==> config.mk <==
export PLATFORM = sky130hd
export DESIGN_NAME = mem_access_unit
export DESIGN_NICKNAME = d
export VERILOG_FILES = /design/src/rtl/mem_access_unit_pkg.sv /design/src/rtl/mem_access_unit_store_merge.sv /design/src/rtl/mem_access_unit.sv
export SDC_FILE = /design/constraint.sdc
export NUM_CORES = 1
export LEC_CHECK = 0
export CAP_MARGIN = 0
export CORE_MARGIN = 2
export CORE_UTILIZATION = 30
export CTS_CLUSTER_SIZE = 24
export DETAILED_ROUTE_END_ITERATION = 16
export GPL_ROUTABILITY_DRIVEN = 1
export PLACE_DENSITY = 0.67
export SLEW_MARGIN = 20
export SYNTH_ARGS = -nofsm -noshare
export SYNTH_HDL_FRONTEND = slang
export SYNTH_SLANG_ARGS = --single-unit
==> constraint.sdc <==
create_clock -name clk -period 3.7 [get_ports clk]
set_clock_uncertainty 0.05 [all_clocks]
set_input_delay 0.555 -clock clk [delete_from_list [all_inputs] [get_ports clk]]
set_output_delay 0.555 -clock clk [all_outputs]
set_load 0.02 [all_outputs]
==> src/rtl/mem_access_unit_pkg.sv <==
// Shared definitions for the load/store sequencer: funct3 codes, FSM states,
// and the request legality/alignment check.
package mem_access_unit_pkg;

   localparam logic [2:0] F3_B  = 3'b000;
   localparam logic [2:0] F3_H  = 3'b001;
   localparam logic [2:0] F3_W  = 3'b010;
   localparam logic [2:0] F3_BU = 3'b100;
   localparam logic [2:0] F3_HU = 3'b101;

   typedef enum logic [2:0] {
      ST_IDLE  = 3'd0,
      ST_LOAD  = 3'd1,
      ST_MERGE = 3'd2,
      ST_WRITE = 3'd3,
      ST_RESP  = 3'd4,
      ST_ERR   = 3'd5
   } state_t;

   // Unsigned loads have no store counterpart, so BU/HU are illegal for stores.
   function automatic logic req_bad(input logic wr, input logic [2:0] f3, input logic [1:0] a_lo);
      logic bad;
      bad = 1'b1;
      case (f3)
         F3_B:    bad = 1'b0;
         F3_BU:   bad = wr;
         F3_H:    bad = a_lo[0];
         F3_HU:   bad = wr | a_lo[0];
         F3_W:    bad = (a_lo != 2'b00);
         default: bad = 1'b1;
      endcase
      return bad;
   endfunction

endpackage

==> src/rtl/mem_access_unit_store_merge.sv <==
// Byte/half-word lane insertion for read-modify-write stores.
module mem_access_unit_store_merge
   import mem_access_unit_pkg::*;
(
   input  logic [31:0] old_word,
   input  logic [15:0] wdata,
   input  logic [2:0]  funct3,
   input  logic [1:0]  a_lo,
   output logic [31:0] merged
);

   always_comb begin
      merged = old_word;
      if (funct3 == F3_B) begin
         case (a_lo)
            2'd0: merged[7:0]   = wdata[7:0];
            2'd1: merged[15:8]  = wdata[7:0];
            2'd2: merged[23:16] = wdata[7:0];
            default: merged[31:24] = wdata[7:0];
         endcase
      end else if (funct3 == F3_H) begin
         if (a_lo[1]) merged[31:16] = wdata;
         else         merged[15:0]  = wdata;
      end
   end

endmodule

==> src/rtl/mem_access_unit.sv <==
// Load/store sequencer between the MEM-stage request and a word-wide datamem:
// alignment checks, read-modify-write for sub-word stores, right-justified loads.
module mem_access_unit
   import mem_access_unit_pkg::*;
#(
   parameter int ADDR_W = 12
) (
   input  logic              clk,
   input  logic              rst,
   input  logic              req_valid,
   output logic              req_ready,
   input  logic              req_write,
   input  logic [2:0]        req_funct3,
   input  logic [ADDR_W+1:0] req_addr,
   input  logic [31:0]       req_wdata,
   output logic              rsp_valid,
   output logic              rsp_err,
   output logic [31:0]       rsp_rdata,
   output logic [ADDR_W-1:0] mem_addr,
   output logic [31:0]       mem_wdata,
   output logic              mem_write,
   input  logic [31:0]       mem_rdata
);

   state_t            state_q, state_nxt;
   logic              accept;
   logic [2:0]        f3_q;
   logic [ADDR_W+1:0] addr_q;
   logic [31:0]       wdata_q;
   logic [31:0]       merged;
   logic [4:0]        shamt;

   assign accept   = req_valid && req_ready;
   assign mem_addr = addr_q[ADDR_W+1:2];
   assign shamt    = {addr_q[1:0], 3'b000};

   always_comb begin
      state_nxt = state_q;
      req_ready = (state_q == ST_IDLE);
      case (state_q)
         ST_IDLE: begin
            if (req_valid) begin
               if (req_bad(req_write, req_funct3, req_addr[1:0])) state_nxt = ST_ERR;
               else if (!req_write)                               state_nxt = ST_LOAD;
               else if (req_funct3 == F3_W)                       state_nxt = ST_WRITE;
               else                                               state_nxt = ST_MERGE;
            end
         end
         ST_LOAD:  state_nxt = ST_RESP;
         ST_MERGE: state_nxt = ST_WRITE;
         ST_WRITE: state_nxt = ST_RESP;
         ST_RESP:  state_nxt = ST_IDLE;
         ST_ERR:   state_nxt = ST_IDLE;
         default:  state_nxt = ST_IDLE;
      endcase
   end

   always_ff @(posedge clk or posedge rst) begin
      if (rst) state_q <= ST_IDLE;
      else     state_q <= state_nxt;
   end

   // Word index stays visible on mem_addr from accept until the next accept.
   always_ff @(posedge clk or posedge rst) begin
      if (rst)         addr_q <= '0;
      else if (accept) addr_q <= req_addr;
   end

   always_ff @(posedge clk) begin
      if (accept) begin
         f3_q    <= req_funct3;
         wdata_q <= req_wdata;
      end
   end

   mem_access_unit_store_merge u_merge (
      .old_word (mem_rdata),
      .wdata    (wdata_q[15:0]),
      .funct3   (f3_q),
      .a_lo     (addr_q[1:0]),
      .merged   (merged)
   );

   always_ff @(posedge clk or posedge rst) begin
      if (rst) begin
         mem_write <= 1'b0;
         mem_wdata <= '0;
         rsp_valid <= 1'b0;
         rsp_err   <= 1'b0;
         rsp_rdata <= '0;
      end else begin
         mem_write <= (state_nxt == ST_WRITE);
         rsp_valid <= (state_nxt == ST_RESP) || (state_nxt == ST_ERR);
         if (state_q == ST_MERGE)        mem_wdata <= merged;
         else if (accept && req_write)   mem_wdata <= req_wdata;
         if (state_nxt == ST_ERR) begin
            rsp_err   <= 1'b1;
            rsp_rdata <= '0;
         end else if (state_q == ST_LOAD) begin
            rsp_err   <= 1'b0;
            rsp_rdata <= mem_rdata >> shamt;
         end else if (state_q == ST_WRITE) begin
            rsp_err   <= 1'b0;
            rsp_rdata <= '0;
         end
      end
   end

endmodule

### Word level (Yosys, flattened, before mapping)

Index checks and enable logic that the tools add are counted.

| word-level totals | value |
|---|---|
| input port bits | 85 |
| logic and storage cells | 60 |
| bits in registers | 103 |
| output and inout bits | 80 |

| cells by class | value |
|---|---|
| equal/unequal tests | 13 |
| bitwise gates (word level) | 1 |
| reductions and logical operators | 12 |
| shift operators | 1 |
| muxes and demuxes | 24 |

Operators with widths:

| cell | number |
|---|---|
| 32-bit two-way mux | 7 |
| 16-bit two-way mux | 2 |
| 8-bit two-way mux | 4 |
| 32-bit by 5-bit right shift with 32-bit output | 1 |
| 3-bit by 2-bit == test with 1-bit output, second input constant | 4 |
| 3-bit == test, second input constant | 4 |
| 3-bit by 1-bit == test with 1-bit output, second input constant | 3 |
| 3-bit logical NOT | 3 |
| 3-bit case mux with 3 select lines | 1 |
| 1-bit two-way mux | 6 |
| 3-bit two-way mux | 2 |
| 1-bit case mux with 5 select lines | 1 |
| 2-bit nonzero test | 2 |
| 3-bit nonzero test | 1 |
| 3-bit OR reduction | 1 |
| 2-bit by 1-bit == test with 1-bit output, second input constant | 1 |
| 2-bit == test, second input constant | 1 |
| 1-bit logical AND | 2 |
| 2-bit logical NOT | 1 |
| 2-bit two-way mux | 1 |
| 2-bit OR reduction | 1 |
| 1-bit logical OR | 1 |
| 1-bit bitwise OR | 1 |

### Longest topological paths before layout

Gate-level depths: netlist of the first run.

| depth | value |
|---|---|
| word-level depth | 9 |
| depth in mapped cells | 7 |
| depth with buffers taken out | 4 |

### Hierarchy

From an unflattened synthesis of the first run, not the netlist that was laid out.

| second synthesis, totals | value |
|---|---|
| cell total of the unflattened synthesis | 463 |
| area, all modules | 5343.9 µm² |

By module, submodules not included:

| module | sequential area each (µm²) | times used | area each (µm²) | cells an instance |
|---|---|---|---|---|
| mem_access_unit | 2672.6 | 1 | 4560.6 | 352 |
| mem_access_unit_store_merge | 0.0 | 1 | 783.3 | 111 |

### Worst setup path before layout of the first run

Ideal clock, no wire load.

| path | value |
|---|---|
| path type | register -> register |
| start point | register state_q[0] |
| end point | register addr_q[0] |
| required time | 3.525 ns |
| buffers on the path | 2 |
| period minus slack after synthesis | 1.938 ns |
| cell stages (with the launch flop) | 6 |
| arrival | 1.764 ns |
| setup time | 0.125 ns |
| setup slack | 1.762 ns |
| path through | dfrtp_1 > or2_1 > buf_2 > nor3b_4 > buf_4 > mux2_2 |

| between the ends | value |
|---|---|
| cells in the longest elaborated chain, start to end | 2 |

RTL lines:

| element | line | RTL |
|---|---|---|
| start: declaration | mem_access_unit.sv:25 | `state_t state_q, state_nxt;` |
| start signal: assignment | mem_access_unit.sv:60 | `else state_q <= state_nxt;` |
| 3-bit logical NOT | mem_access_unit.sv:39 | `req_ready = (state_q == ST_IDLE);` |
| 1-bit logical AND | mem_access_unit.sv:33 | `assign accept = req_valid && req_ready;` |
| named net accept | mem_access_unit.sv:26 | `logic accept;` |
| end signal: assignment | mem_access_unit.sv:66 | `else if (accept) addr_q <= req_addr;` |
| end: declaration | mem_access_unit.sv:28 | `logic [ADDR_W+1:0] addr_q;` |

The timed path passes the listed nets, and every way through them passes these cells.
A chain may end at the register's enable or synchronous reset.

### Final worst setup path of the first run

| path | value |
|---|---|
| start point | register state_q[1] |
| end point | output port req_ready |

| between the ends | value |
|---|---|
| cells in the longest elaborated chain, start to end | 1 |

RTL lines:

| element | line | RTL |
|---|---|---|
| 3-bit logical NOT | mem_access_unit.sv:39 |  |
| end: declaration | mem_access_unit.sv:11 | `output logic req_ready,` |

No other way between the ends.

==> run_results.csv, run 1 <==
group,metric,value,unit
setup_path,cp-end-kind,"output port",
final_layout,fin_nets,704,
yosys,synth_most_common_cell,"dfrtp_1",
timing,finalHoldViolations,0,
routing,drtAntennaViolNets,0,
yosys,async_reset_ff_share,81.6,%
pwr,peakVddDrop,0.341,mV
clocking,htree_levels,3,
yosys,ys_types,41,
global_route,antenna_found_initial,0,
die,core_area,16600,um2
routing,dr.pass1.iters,5,
pwr,power.density,810,nW/um2
worst_hold_path,hp-class,"reg -> reg",
routing,wl,17700,um
final_layout,area_growth,40.2,%
yosys,syn_area_per_cell,10.7,um2
run,drv_cap,0,
place,hpwl,13400,um
timing,worst_pin_slew,1060,ps
global_route,grt_pass1_wl,26400,um
final_layout,drive_gt1_share,9.13,%
yosys,netlist_top_cells_count,"dfrtp_1, nor2_1, a22oi_1",
routing,num_vias,4635,
yosys,synth_edf_count,19,
clocking,post_cts_buffers,0,
yosys,netlist_top_cells_area,"dfrtp_1, edfxtp_1, a22oi_1",
global_route,grt_max_degree,36,
global_route,grt_usage,19.2,%
timing,relSlewSlack,29.0,%
place,dpl_cell_area,6860,um2
global_route,grt-ovfl-total,0,
yosys,synth_top_area_share,41.1,%
setup_path,worstPathRequired,3090,ps
setup_path,ff2ff_path_depth,3,
clocking,cts.clk_slew.worst_paths,70,ps
die,rows,47,
timing,fmaxAchievable,364,MHz
yosys,yosysTopAreaCell,"dfrtp_1",
setup_path,start_kind,"flop",
place,dp.cells,828,
timing,setup_viol,0,
yosys,yosysWarnings,0,
setup_path,cp_data_arrival_time,2140,ps
yosys,ys_seq_area_share,52.2,%
final_layout,multi_input_area,2190,um2
yosys,synth_ff_type,"dfrtp_1",
die,fp.dieW,135,um
timing,fin_setup_tns,0,ps
final_layout,final_area,7170,um2
timing,slew_violations,0,
yosys,netlist_area,5120,um2
clocking,clock_sinks,103,
yosys,synthesis.nets,565,
timing,period_minus_slack,2740,ps
setup_path,cpMaxStageDelayCell,"dfrtp_1",
global_route,grt_pass1_vias,4656,
setup_path,path_cells,"nor2_1 > clkdlybuf4s50_1",
die,die_y,135,um
die,start_util,30.8,%
final_layout,register_area,2670,um2
place,portBuffers,164,
setup_path,cp_max_fo,26,
place,place.gp.congestion,0.858,
timing,setup_ws,955,ps
yosys,ys_seq_elements,103,
routing,drc,0,
status,outcome,"finished, final reports clean",
final_layout,stdcell_count,844,
clocking,clk_latency,350,ps
routing,via_per_inst,5.49,
setup_path,path_class,"reg -> out",
timing,rsz0062_at_grt,"false",
clocking,ctsResizeCount,0,
routing,wl_per_cell,21.0,um
clocking,cts_hold_buf,0,
die,io_pins,165,
place,place_ws,994,ps
die,dieArea,18100,um2
clocking,cts_buffers,9,
final_layout,n_antenna_cell,0,
yosys,synth_cells,480,
clocking,clockRootBuffer,"clkbuf_16",
worst_hold_path,hold_depth,2,
routing,drt_iter0_drc,345,
clocking,cts_tree,"done",
final_layout,fillers,1566,
setup_path,crit_path_max_incr_delay,1050,ps
pwr,p_leak,2.85,nW
clocking,clockBufferDepth,2,
final_layout,final_util,43.1,%
timing,fin_crit_sh,74.2,%
cells by family (layout without fill, tap and decap cells):
| kind of cell | after synthesis | after routing | synth area share, % |
|---|---|---|---|
| buffers and inverters | 48 | 192 | 5.18 |
| and+or+nand+nor | 149 | 149 | 14.8 |
| DFF | 103 | 103 | 52.2 |
| AOI/OAI and AO/OA | 150 | 150 | 21.4 |
| muxes | 30 | 30 | 6.40 |
state kept, by name, summed over array words and instances, names as in the netlist:
signal / flops
addr_q: 14
f3_q: 3
mem_wdata: 32
mem_write: 1
rsp_err: 1
rsp_rdata: 32
rsp_valid: 1
state_q: 3
wdata_q: 16
worst max-delay path, delay by kind of cell, from the launching register on:
family | cells | cell delay, ps
buffers and inverters | 1 | 580
flip-flops | 1 | 1050
AND/OR/NAND/NOR | 1 | 150
per-layer routing:
| metal | up-vias | track usage, % | share of wire (%) |
|---|---|---|---|
| met1 | 2330 | 25.3 | 43 |
| li1 | 2077 | - | - |
| met2 | 201 | 30.7 | 48 |
| met4 | 0 | 7.54 | 2.3 |
| met5 | - | 0 | 0 |
| met3 | 27 | 4.20 | 6.3 |
cells in the final DEF (no fill, tap or decap), drive strengths merged, types with 2 or more instances in the layout:
cell type,instances
mux2,22
dfrtp,84
o311ai,14
edfxtp,19
and3,16
nor2,53
nor4,4
clkdlybuf4s50,164
nand2b,6
or2,2
o2bb2ai,8
nor2b,9
a21oi,18
o41ai,2
nor3b,2
a32oi,8
a22oi,40
a211oi,16
and2,3
nand2,33
o21ai,15
a211o,8
nor3,5
mux2i,8
buf,11
clkbuf,15
o21a,3
o31ai,16
or3,15
power breakdown:
group,leakage [nW],internal (mW),total [mW],switching [mW]
logic,1.46,1.29,2.87,1.58
registers,1.24,1.63,1.97,0.346
clock network,0.147,0.554,0.975,0.421
final timing paths:
kind                               startpoint       endpoint  slack, ps
worst min-delay path            mem_wdata[22]  mem_wdata[22]        430
worst max register to register     state_q[1]  mem_wdata[22]       1200
worst max-delay path               state_q[1]      req_ready        960
worst min register to register  mem_wdata[22]  mem_wdata[22]        430
min in group asynchronous                 rst      addr_q[9]        500
max in group asynchronous                 rst  mem_wdata[20]       2300
stage by stage:
stage	power, mW	hold slack (ps)
2_1_floorplan	3.66	432
3_3_place_gp	4.78	417
3_5_place_dp	4.85	425
4_1_cts	5.84	440
5_1_grt	6.14	468
6_report	5.81	432
area by class of cell:
class	count	share of cell area, %
Multi-Input combinational cell	329	30.5
Clock buffer	15	4.17
Timing Repair Buffer	175	24.0
Sequential cell	103	37.3
Clock inverter	1	0.105
Inverter	1	0.0698
Tap cell	220	3.84
Note: power is estimated with default switching activity, not from simulation.
==> run 2, diff against run 1 <==
==> constraint.sdc (replaced) <==
create_clock -name clk -period 2.59 [get_ports clk]
set_clock_uncertainty 0.05 [all_clocks]
set_input_delay 0.3885 -clock clk [delete_from_list [all_inputs] [get_ports clk]]
set_output_delay 0.3885 -clock clk [all_outputs]
set_load 0.02 [all_outputs]
==> run 2 against run 1 <==
  * Sequential power grew 41%
  * Via count shrank 0.13%
  * Combinational power grew 45%
  * Flip-flop and latch count is the same
  * Sequential share of layout area shrank 0.065 points
  * Register-to-register slack lost 680 ps
  * Highest routed layer unchanged
  * Routed wire length shrank 0.44%
  * First-iteration DRC count grew 20%
  * Cell count grew 0.24%
  * Clock-buffer cell count shrank 3
  * Critical path depth grew 1
  * Cell area grew 0.17%
==> run_results.csv, run 2 (synthesis results as in run 1) <==
group,metric,value,unit
status,outcome,"finished, final reports clean",
pwr,totalPowerFinal,8.30,mW
pwr,p_leak,2.86,nW
place,portBuffers,164,
pwr,p_seq_share,33.5,%
die,start_util,30.8,%
final_layout,fin_nets,706,
timing,fin_setup_tns,0,ps
final_layout,n_antenna_cell,0,
timing,worst_pin_slew,993,ps
pwr,p_clk_share,16.3,%
clocking,ctsResizeCount,0,
pwr,combPwrFrac,50.2,%
global_route,antenna_found_initial,0,
setup_path,cp_max_fo,3,
clocking,clk_latency,350,ps
routing,drt_iter0_drc,413,
clocking,cts_hold_buf,0,
timing,period_minus_slack,2300,ps
final_layout,drive_gt1_share,9.58,%
clocking,cts_tree,"done",
global_route,grt_pass1_wl,26600,um
die,core_area,16600,um2
timing,fmaxAchievable,435,MHz
die,dieArea,18100,um2
setup_path,cp-end-kind,"output port",
place,hpwl,13100,um
timing,finalHoldViolations,0,
timing,fin_crit_sh,88.7,%
routing,drtAntennaViolNets,0,
final_layout,top_regs,"mem_wdata (32), rsp_rdata (32), wdata_q (16)",
timing,slew_violations,0,
setup_path,worstPathRequired,2150,ps
timing,relSlewSlack,33.5,%
final_layout,final_common_cell,"clkdlybuf4s50_1",
routing,num_vias,4629,
global_route,grt_max_degree,85,
final_layout,area_growth,40.4,%
final_layout,final_cell_mix,"clkdlybuf4s50_1, dfrtp_1, nor2_1",
place,dpl_cell_area,6890,um2
clocking,clockRootBuffer,"clkbuf_16",
worst_hold_path,hp-class,"reg -> reg",
clocking,clockBufferDepth,2,
global_route,grt-ovfl-total,0,
die,rows,47,
routing,drc,0,
pwr,switching_share,40.8,%
final_layout,final_area,7190,um2
timing,setup_viol,0,
global_route,grt_pass1_vias,4581,
clocking,clock_sinks,103,
pwr,internal_power,4.92,mW
die,fp.dieW,135,um
die,die_y,135,um
pwr,p_sw,3.39,mW
clocking,htree_levels,3,
clocking,cts.clk_slew.worst_paths,70,ps
timing,holdWs,437,ps
setup_path,start_kind,"flop",
run,drv_cap,0,
routing,via_per_inst,5.47,
clocking,cts_buffers,9,
pwr,power.density,1160,nW/um2
final_layout,final_util,43.2,%
setup_path,path_class,"reg -> out",
timing,rsz0062_at_grt,"false",
pwr,peakVddDrop,0.442,mV
global_route,grt_usage,19.4,%
place,place.gp.congestion,0.908,
routing,wl,17600,um
routing,dr.pass1.iters,5,
clocking,post_cts_buffers,0,
setup_path,cp_data_arrival_time,1860,ps
die,io_pins,165,
routing,wl_per_cell,20.8,um
## run 2: cell types whose count changed in the layout (fill, tap and decap cells not counted), sizes merged
cell / previous run / this run
clkbuf: 15 / 12
buf: 11 / 13
clkinv: 1 / 4
## run 2: power groups by stage
stage	registers [mW]	clock network (mW)	logic (mW)
2_1_floorplan	3.19	0	2.04
3_3_place_gp	2.77	0	4.09
3_5_place_dp	2.80	0	4.16
4_1_cts	2.78	1.37	4.18
5_1_grt	2.86	1.44	4.48
6_report	2.78	1.35	4.17
## run 2: worst max-delay path, stage by stage, from the launching register on
cell,delay (ps)
dfrtp_1,390
or2_1,260
nor2_1,200
clkdlybuf4s50_1,650
## run 2: worst paths after layout
path,slack [ps],end,cells after the start,from
worst max register to register,520,rsp_rdata[6],4,state_q[1]
worst min register to register,440,rsp_err,1,rsp_err
worst max-delay path,290,req_ready,3,state_q[0]
max in group asynchronous,1660,mem_wdata[1],3,rst
worst min-delay path,440,rsp_err,1,rsp_err
min in group asynchronous,450,addr_q[9],3,rst
## run 2: cell type report
cell class | instances | area, um2
clock buffers | 12 | 268
clock inverters | 4 | 27.5
fillers | 1582 | 9460
inverters | 1 | 7.51
multi-input cells | 329 | 2180
flip-flops and latches | 103 | 2670
well taps | 220 | 275
repair buffers | 177 | 1750
## run 2: routing by layer
metal / up-vias / GRT usage, % / part of all wire (%)
met5: - / 0 / 0
li1: 2081 / - / -
met3: 35 / 5.18 / 8.1
met1: 2269 / 25.7 / 43
met4: 0 / 7.49 / 2.9
met2: 244 / 30.2 / 46
## run 2: per-stage QoR
step,setup WS [ps],instances
5_1_grt,246,846
6_report,293,846
4_1_cts,287,846
2_1_floorplan,652,480
3_3_place_gp,555,830
3_5_place_dp,533,830
==> run 3, diff against run 2 <==
--- a/config.mk
+++ b/config.mk
@@ -5,13 +5,14 @@
 export SDC_FILE = /design/constraint.sdc
 export NUM_CORES = 1
 export LEC_CHECK = 0
+export ABC_CLOCK_PERIOD_IN_PS = 2000
 export CAP_MARGIN = 0
 export CORE_MARGIN = 2
 export CORE_UTILIZATION = 30
 export CTS_CLUSTER_SIZE = 24
 export DETAILED_ROUTE_END_ITERATION = 16
 export GPL_ROUTABILITY_DRIVEN = 1
-export PLACE_DENSITY = 0.67
+export PLACE_DENSITY = 0.69
 export SLEW_MARGIN = 20
 export SYNTH_ARGS = -nofsm -noshare
 export SYNTH_HDL_FRONTEND = slang
==> constraint.sdc (replaced) <==
create_clock -name clk -period 2 [get_ports clk]
set_clock_uncertainty 0.05 [all_clocks]
set_input_delay 0.3 -clock clk [delete_from_list [all_inputs] [get_ports clk]]
set_output_delay 0.3 -clock clk [all_outputs]
set_load 0.02 [all_outputs]
==> run 3 against run 2 <==
  * Clock power increased by 50%
  * Largest power group unchanged
  * Cell area increased by 3.2%
  * Critical path type unchanged
  * First-iteration DRC count increased by 8.7%
  * Global-route usage increased by 0.43 points
  * Critical path depth unchanged
  * Largest cell class unchanged
  * Clock-buffer cell count decreased by 1
  * Non-clock buffer count increased by 16
==> run_results.csv, run 3 (synthesis results as in run 1) <==
group,metric,value,unit
clocking,cts.clk_slew.worst_paths,70,ps
timing,worst_pin_slew,648,ps
routing,wl_per_cell,20.5,um
pwr,power.density,1510,nW/um2
setup_path,cp_max_fo,4,
clocking,post_cts_buffers,0,
global_route,grt_max_degree,36,
timing,setup_viol,0,
routing,via_per_inst,5.41,
final_layout,stdcell_count,862,
routing,wl,17700,um
timing,period_minus_slack,1880,ps
die,die_y,135,um
clocking,cts_hold_buf,0,
global_route,antenna_found_initial,0,
timing,fin_setup_tns,0,ps
clocking,clockRootBuffer,"clkbuf_16",
setup_path,cp_data_arrival_time,1530,ps
setup_path,path_cells,"or2_1 > nor2_2 > clkdlybuf4s15_2",
clocking,clockBufferDepth,2,
timing,holdWs,311,ps
pwr,p_leak,2.98,nW
routing,drc,0,
final_layout,drive_gt1_share,12.1,%
timing,slew_violations,0,
final_layout,n_antenna_cell,0,
setup_path,cp-end-kind,"output port",
place,dp.cells,846,
global_route,grt_pass1_vias,4766,
timing,finalHoldViolations,0,
global_route,grt-ovfl-total,0,
routing,drt_iter0_drc,449,
pwr,peakVddDrop,0.754,mV
clocking,clock_sinks,103,
routing,dr.pass1.iters,5,
final_layout,fin_nets,722,
die,io_pins,165,
timing,rsz0062_at_grt,"false",
die,core_area,16600,um2
setup_path,cp.buffers_inverters,1,
clocking,htree_levels,3,
die,start_util,30.8,%
status,outcome,"finished, final reports clean",
setup_path,worstPathRequired,1650,ps
clocking,cts_tree,"done",
setup_path,path_class,"reg -> out",
run,drv_cap,0,
timing,fin_crit_sh,93.9,%
setup_path,cpMaxStageDelayCell,"dfrtp_1",
final_layout,final_cell_mix,"clkdlybuf4s50_1, dfrtp_1, nor2_1",
final_layout,top_regs,"mem_wdata (32), rsp_rdata (32), wdata_q (16)",
final_layout,final_common_cell,"clkdlybuf4s50_1",
final_layout,area_growth,45.0,%
routing,drtAntennaViolNets,0,
routing,num_vias,4662,
clocking,cts_buffers,9,
worst_hold_path,hp-class,"in -> async",
timing,fmaxAchievable,532,MHz
place,portBuffers,164,
place,place.gp.congestion,0.881,
place,hpwl,13500,um
die,fp.dieW,135,um
timing,relSlewSlack,56.7,%
setup_path,start_kind,"flop",
die,dieArea,18100,um2
die,rows,47,
global_route,grt_pass1_wl,27300,um
global_route,grt_usage,19.8,%
clocking,clk_latency,360,ps
setup_path,cp_top_family,"simple AND/OR/NAND/NOR gates",
setup_path,crit_path_max_incr_delay,390,ps
[run 3: where the power goes]
part / total [mW] / leakage, nW / internal [mW] / switching (mW)
logic: 5.65 / 1.57 / 2.58 / 3.07
clock network: 2.02 / 0.160 / 1.23 / 0.792
registers: 3.57 / 1.24 / 3.01 / 0.562
total: 11.2 / 2.98 / 6.81 / 4.43
[run 3: repair_timing]
action	CTS	global route
setup endpoints to repair	1	10
gates resized for setup	3	2
pin swaps	0	0
hold endpoints to repair	0	0
[run 3: per-layer routing]
layer | GRT usage [%] | vias to the layer above | part of all wire, %
met2 | 32.1 | 232 | 47
met1 | 25.2 | 2262 | 42
met4 | 7.89 | 0 | 3.8
met5 | 0 | - | 0
met3 | 5.26 | 51 | 7.4
li1 | - | 2117 | -
[run 3: worst paths after layout]
kind	startpoint	endpoint	slack, ps	cells past startpoint
min in group clk	mem_wdata[21]	mem_wdata[21]	430	2
worst min register to register	mem_wdata[21]	mem_wdata[21]	430	2
max in group asynchronous	rst	mem_wdata[18]	1060	3
worst max register to register	state_q[1]	mem_wdata[23]	160	4
worst min-delay path	rst	addr_q[9]	310	2
worst max-delay path	state_q[0]	req_ready	120	3
[run 3: cell type report]
class / instances / area [um2]
Clock buffer: 11 / 233
Clock inverter: 5 / 106
Fill cell: 1531 / 9220
Inverter: 1 / 7.51
Multi-Input combinational cell: 329 / 2190
Sequential cell: 103 / 2670
Tap cell: 220 / 275
Timing Repair Buffer: 193 / 1940
[run 3: through the flow]
| stage | utilization [%] | power (mW) | cell area, um2 | setup WS, ps |
|---|---|---|---|---|
| after detailed placement | 42.5 | 9.24 | 7070 | 78.6 |
| after CTS | 44.6 | 11.3 | 7410 | 36.6 |
| after global placement | 42.5 | 9.12 | 7070 | 82.6 |
| after global routing | 44.6 | 11.9 | 7420 | 7.20 |
| after floorplan | - | 6.78 | 5120 | 61.6 |
| final | 44.6 | 11.2 | 7420 | 121 |
